`config.mk`:
```
export PLATFORM = sky130hd
export DESIGN_NAME = tim_apb_arbiter
export DESIGN_NICKNAME = d
export VERILOG_FILES = /design/src/rtl/tim_apb_arbiter.sv
export SDC_FILE = /design/constraint.sdc
export NUM_CORES = 1
export LEC_CHECK = 0
export ABC_CLOCK_PERIOD_IN_PS = 2700
export CORE_MARGIN = 3
export CORE_UTILIZATION = 36
export CTS_BUF_LIST = sky130_fd_sc_hd__clkbuf_16
export CTS_CLUSTER_SIZE = 24
export DETAILED_ROUTE_END_ITERATION = 8
export HOLD_SLACK_MARGIN = 0.08
export PLACE_DENSITY = 0.74
export SLEW_MARGIN = 20
export SYNTH_ARGS = -nofsm -noshare
export SYNTH_HDL_FRONTEND = slang
export SYNTH_SLANG_ARGS = --single-unit
```
`constraint.sdc`:
```
create_clock -name sys_clk -period 2.7 [get_ports sys_clk]
set_clock_uncertainty 0.1 [all_clocks]
set_input_delay 0.27 -clock sys_clk [delete_from_list [all_inputs] [get_ports sys_clk]]
set_output_delay 0.27 -clock sys_clk [all_outputs]
set_load 0.05 [all_outputs]
```
`src/rtl/tim_apb_arbiter.sv`:
```
// APB master that shares the timer slave port between two requesters.
// Round-robin arbitration, SETUP/ACCESS sequencing and an ACCESS-phase watchdog.
module tim_apb_arbiter #(
  parameter int unsigned ADDR_WIDTH = 12,
  parameter int unsigned DATA_WIDTH = 32,
  parameter int unsigned TIMEOUT    = 16
) (
  input  logic                  sys_clk,
  input  logic                  sys_rst,
  input  logic                  rq0_req,
  input  logic                  rq0_write,
  input  logic [ADDR_WIDTH-1:0] rq0_addr,
  input  logic [DATA_WIDTH-1:0] rq0_wdata,
  output logic                  rq0_done,
  input  logic                  rq1_req,
  input  logic                  rq1_write,
  input  logic [ADDR_WIDTH-1:0] rq1_addr,
  input  logic [DATA_WIDTH-1:0] rq1_wdata,
  output logic                  rq1_done,
  output logic [DATA_WIDTH-1:0] rsp_rdata,
  output logic                  rsp_err,
  output logic                  busy,
  output logic                  tim_psel,
  output logic                  tim_penable,
  output logic                  tim_pwrite,
  output logic [ADDR_WIDTH-1:0] tim_paddr,
  output logic [DATA_WIDTH-1:0] tim_pwdata,
  input  logic [DATA_WIDTH-1:0] tim_prdata,
  input  logic                  tim_pready,
  input  logic                  tim_pslverr
);

  // Counter holds the number of ACCESS cycles already spent, 0 .. TIMEOUT-1.
  localparam int unsigned CNT_W = (TIMEOUT > 1) ? $clog2(TIMEOUT) : 1;
  localparam logic [CNT_W-1:0] CNT_LAST = (TIMEOUT > 0) ? CNT_W'(TIMEOUT - 1) : '0;

  typedef enum logic [1:0] {StIdle, StSetup, StAccess, StDone} state_e;

  state_e           state_q;
  logic [CNT_W-1:0] cnt_q;
  logic             grant_q;
  logic             last_q;
  logic             pick;

  // On a tie the requester that did not win last time is chosen.
  always_comb begin
    pick = rq1_req && (!rq0_req || !last_q);
  end

  always_ff @(posedge sys_clk or posedge sys_rst) begin
    if (sys_rst) begin
      state_q     <= StIdle;
      cnt_q       <= '0;
      grant_q     <= 1'b0;
      last_q      <= 1'b1;
      rq0_done    <= 1'b0;
      rq1_done    <= 1'b0;
      rsp_rdata   <= '0;
      rsp_err     <= 1'b0;
      busy        <= 1'b0;
      tim_psel    <= 1'b0;
      tim_penable <= 1'b0;
      tim_pwrite  <= 1'b0;
      tim_paddr   <= '0;
      tim_pwdata  <= '0;
    end else begin
      rq0_done <= 1'b0;
      rq1_done <= 1'b0;
      unique case (state_q)
        StIdle: begin
          if (rq0_req || rq1_req) begin
            state_q    <= StSetup;
            grant_q    <= pick;
            last_q     <= pick;
            cnt_q      <= '0;
            busy       <= 1'b1;
            tim_psel   <= 1'b1;
            tim_pwrite <= pick ? rq1_write : rq0_write;
            tim_paddr  <= pick ? rq1_addr  : rq0_addr;
            tim_pwdata <= pick ? rq1_wdata : rq0_wdata;
          end
        end
        StSetup: begin
          state_q     <= StAccess;
          tim_penable <= 1'b1;
        end
        StAccess: begin
          if (tim_pready) begin
            state_q     <= StDone;
            tim_psel    <= 1'b0;
            tim_penable <= 1'b0;
            rsp_rdata   <= tim_pwrite ? '0 : tim_prdata;
            rsp_err     <= tim_pslverr;
            rq0_done    <= ~grant_q;
            rq1_done    <= grant_q;
          end else if (TIMEOUT != 0 && cnt_q == CNT_LAST) begin
            // Watchdog abort: slave never answered.
            state_q     <= StDone;
            tim_psel    <= 1'b0;
            tim_penable <= 1'b0;
            rsp_rdata   <= '0;
            rsp_err     <= 1'b1;
            rq0_done    <= ~grant_q;
            rq1_done    <= grant_q;
          end else begin
            cnt_q <= cnt_q + CNT_W'(1);
          end
        end
        StDone: begin
          state_q <= StIdle;
          busy    <= 1'b0;
        end
        default: state_q <= StIdle;
      endcase
    end
  end

endmodule

```
## Word-level counts from Yosys, hierarchy flattened

Index checks and enable logic that the tools add are counted.

- Reduce and logical (&&, ||, !) cells: 17
- Bitwise gates (word level): 1
- Add/subtract/negate cells: 1
- Muxes and demuxes: 28
- Equality and inequality tests: 8

Operators with widths:

| kind | number |
|---|---|
| $mux 32 | 4 |
| $mux 1 | 12 |
| $mux 12 | 1 |
| $mux 4 | 3 |
| $reduce_and 2->1 | 5 |
| $pmux 2 s4 | 1 |
| $pmux 4 s2 | 1 |
| $reduce_bool 2->1 | 4 |
| $mux 2 | 3 |
| $ne 2x2->1 const B | 3 |
| $pmux 1 s2 | 3 |
| $add 4x1->4 const B | 1 |
| $eq 2x2->1 const B | 2 |
| $eq 4x4->1 const B | 1 |
| $reduce_and 4->1 | 1 |
| $ne 3x3->1 const B | 1 |
| $reduce_and 3->1 | 1 |
| $eq 2x1->1 const B | 1 |
| $logic_not 1->1 | 2 |
| $logic_not 2->1 | 1 |
| $logic_or 1x1->1 | 2 |
| $logic_and 1x1->1 | 1 |
| $not 1->1 | 1 |

- Word-level logic and storage cells: 69
- Output and inout bits: 83
- Register bits after elaboration: 91
- Bits of input ports: 128

## Logic depth before layout (Yosys ltp)

- Depth after elaboration: 4
- Mapped depth: 7
- Mapped depth without buffers: 5

## Least setup slack after synthesis

Ideal clock, no wire load.

- Kind: register to register
- Start point: register state_q[0]
- End point: register state_q[1]
- Cell stages (with the launch flop): 7
- Arrival: 1.613 ns
- Slack: 0.862 ns
- Required time: 2.475 ns
- Path through: dfrtp_1 -> inv_1 -> ha_1 -> or3b_1 -> buf_2 -> a21boi_4 -> mux2_4

- Longest elaborated chain between the ends: 3
- Elaborated cells on any way between the ends: 8
- Those cells by class: eq/ne: 5; mux: 1; reduce/logical: 2

RTL lines:

| what | line | source |
|---|---|---|
| start: declaration | 39 | `state_e state_q;` |
| start signal: assignment | 52 | `state_q <= StIdle;` |
| start signal: assignment | 72 | `state_q <= StSetup;` |
| start signal: assignment | 84 | `state_q <= StAccess;` |
| $eq 2x2->1 / $logic_not 2->1 (equally long branches) | 69 | `unique case (state_q)` |
| $ne 3x3->1 (no line) / $ne 2x2->1 (equally long branches) | -- |  |
| $reduce_and 2->1 (no line) | -- |  |

Parallel ways exist; a longest one is shown, timed or not.
A chain may end at the register's enable or synchronous reset.

## Final worst setup path

Ends and elaborated chain as after synthesis.

==> results_dict.tcl <==
set metrics [dict create \
    hold-worst-slack_ns 0.264 \
    cap_violations 0 \
    synth_top_area_share_pct 54.0 \
    startpoint_type "flip-flop" \
    combPwrFrac_pct 58.3 \
    critPathKind "flip-flop to flip-flop" \
    cts_tree "yes" \
    clock.fmax_mhz 481 \
    place.detailed.hpwl_um 8700 \
    synth_cell_types 33 \
    cpMaxStageDelayCell "or3b_1" \
    drcViolationCount 0 \
    port_buffers 210 \
    sw_frac_of_total_pct 47.6 \
    root_buffer "clkbuf_16" \
    clk_latency_ns 0.33 \
    synth_edf_count 0 \
    ys.flop_type "dfrtp_1" \
    setup_violations 0 \
    critPathMaxStageDelay_ns 0.50 \
    final_hold_viol_count 0 \
    path_max_fanout 7 \
    antenna_cells 0 \
    synth_fp_nets 502 \
    r2r_slack_ns 0.62 \
    synth_area_leaders "dfrtp_1, mux2i_1, and4b_1, a21o_1, o21ai_0" \
    ir_drop_v 0.000764 \
    gp_routability_congestion 0.776 \
    postCtsHoldBufs 0 \
    clockBufferDepth 2 \
    placed_area_um2 6450 \
    rsz0062_at_grt "false" \
    cts_sinks 91 \
    post_synth_inst_count 369 \
    initial_core_util_pct 37.7 \
    drtAntennaViolNets 0 \
    die_x_um 114 \
    htree_levels 3 \
    routed_wl_um 11700 \
    wl_per_cell_um 16.4 \
    p_switching_uw 3890 \
    drive_gt1_share_pct 4.71 \
    numCtsBuffers 9 \
    p_clk_share_pct 13.3 \
    max_slew_margin_pct 59.2 \
    post-cts-setup-buffers 0 \
    min_period_ns 2.08 \
    syn2layout_area_growth_pct 60.6 \
    async_flop_share_pct 100 \
    reg2reg_from "state_q[0]" \
    path_cells "inv_1 > ha_1 > or3b_1 > a21boi_4 > mux2_4" \
    nets 701 \
    share_seq_of_total_power_pct 28.4 \
    synth.avg_cell_area_um2 11.3 \
    fin_crit_sh_pct 77.0 \
    grt_start_max_net_pins 83 \
    clk_pin_slew_ns 0.06 \
    ys_top_cells_by_count "dfrtp_1, mux2i_1, nand2_1, o21ai_0" \
    tightest_slew_ns 0.611 \
    finalSetupTns_ns 0 \
    hp-class "input port to async pin" \
    p_leak_uw 0.00320 \
    seq_area_frac_synth_pct 54.6 \
    arrival_ns 2.19 \
    intPower_uw 4280 \
    p_total_uw 8180 \
    rows 38 \
    grt_pass1_wl_um 18600 \
    yosys.area.top_type "dfrtp_1" \
    fillCellCount 947 \
    grt_overflow 0 \
    vias_per_cell 4.99 \
    netlist_area_um2 4170 \
    io_pins 211 \
    power.density_nw_per_um2 1220 \
    coreArea_um2 11100 \
    firstDrtPassIters 5 \
    critPathCaptureType "flip-flop" \
    cp.required_ns 2.81 \
    reg2reg_to "state_q[1]" \
    stdcell_area_um2 6700 \
    synth_warnings 0 \
    ys_ff_latch 91 \
    grt_util_all_layers_pct 18.1 \
    yosysMostFrequentCell "dfrtp_1" \
    status "finished clean" \
    via_count 3561 \
    dr.first_iter.drc_count 228 \
    cts.repair.resized 0 \
    die_area_um2 12900 \
    die_y_um 114 \
    r2r_cells 5 \
    antenna_found_initial 0 \
    finalMaxSlewViolations 0 \
    grt_pass1_vias 3697 \
]
per-layer routing:
layer | global-route usage [%] | share of wire, % | vias up
li1 | - | - | 1714
met1 | 21.9 | 40 | 1660
met2 | 29.5 | 47 | 177
met3 | 7.75 | 12 | 10
met4 | 4.97 | 0.96 | 0
met5 | 0 | 0 | -
cell families (layout without fill, tap and decap cells):
group / Yosys count / after routing / synth area share, %
compound gates: 94 / 94 / 14.5
fa+ha+maj: 5 / 5 / 1.50
buf+inv: 40 / 244 / 4.23
flops: 91 / 91 / 54.6
mux: 47 / 47 / 11.4
simple gates: 92 / 92 / 13.8
registers in the layout, indices dropped and copies added, names as in the netlist:
register     cells
tim_paddr       12
last_q           1
rsp_err          1
rsp_rdata       32
busy             1
tim_psel         1
tim_pwdata      32
tim_pwrite       1
state_q          2
tim_penable      1
rq1_done         1
rq0_done         1
grant_q          1
cnt_q            4
cell type report:
cell class / instances / area (um^2) / share of cell area [%]
Multi-Input combinational cell: 238 / 1740 / 26.0
Clock inverter: 7 / 28.8 / 0.430
Tap cell: 140 / 175 / 2.61
Inverter: 10 / 41.3 / 0.616
Sequential cell: 91 / 2280 / 34.0
Timing Repair Buffer: 218 / 2210 / 33.0
Clock buffer: 9 / 225 / 3.36
per-stage QoR:
stage / setup slack [ns] / utilization (%) / instances
6_report: 0.620 / 60.5 / 713
5_1_grt: 0.544 / 60.5 / 713
4_1_cts: 0.621 / 60.5 / 713
3_5_place_dp: 0.561 / 58.2 / 697
3_3_place_gp: 0.649 / 58.2 / 697
2_1_floorplan: 0.862 / - / 369
layout by cell type, fill, tap and decap left out, drive strengths merged:
cell type / count
or4b: 1
and2b: 1
inv: 12
nand2b: 1
o2111a: 1
and4b: 32
dfstp: 1
a21oi: 2
dfrtp: 90
o211ai: 1
and3: 2
clkbuf: 9
clkinvlp: 1
mux2i: 46
buf: 8
mux2: 1
a22o: 2
a2bb2oi: 1
nand2: 46
o21ai: 47
o22ai: 1
ha: 5
nor2: 4
nand3: 2
a31oi: 3
nand4: 2
or3b: 1
clkinv: 4
a22oi: 1
clkdlybuf4s50: 210
o22a: 1
a21o: 32
a21boi: 2
worst max path at each step:
| stage | from | endpoint | slack, ns | cells past startpoint |
|---|---|---|---|---|
| floorplan | state_q[0] | state_q[1] | 0.86 | 6 |
| global placement | rq1_req | tim_pwrite | 0.65 | 5 |
| detailed placement | rq1_req | tim_pwdata[27] | 0.56 | 5 |
| CTS | state_q[0] | state_q[1] | 0.62 | 5 |
| global route | state_q[1] | state_q[1] | 0.54 | 5 |
| finish | state_q[0] | state_q[1] | 0.62 | 5 |
power groups by stage:
stage               Clock, uW  Combinational [uW]  Sequential, uW
floorplan                   0                1220            4220
global placement            0                4750            2310
detailed placement          0                4810            2340
CTS                      1130                4820            2330
global route             1200                5040            2410
finish                   1090                4770            2320
worst max-delay path, delay by kind of cell (launching register included):
family,cells,cell delay (ns)
and+or+nand+nor,1,0.50
muxes,1,0.30
AOI/OAI and AO/OA,1,0.19
buffers and inverters,1,0.09
DFF,1,0.41
adders and majority gates,1,0.37
Power figures use the tool's default switching activity.
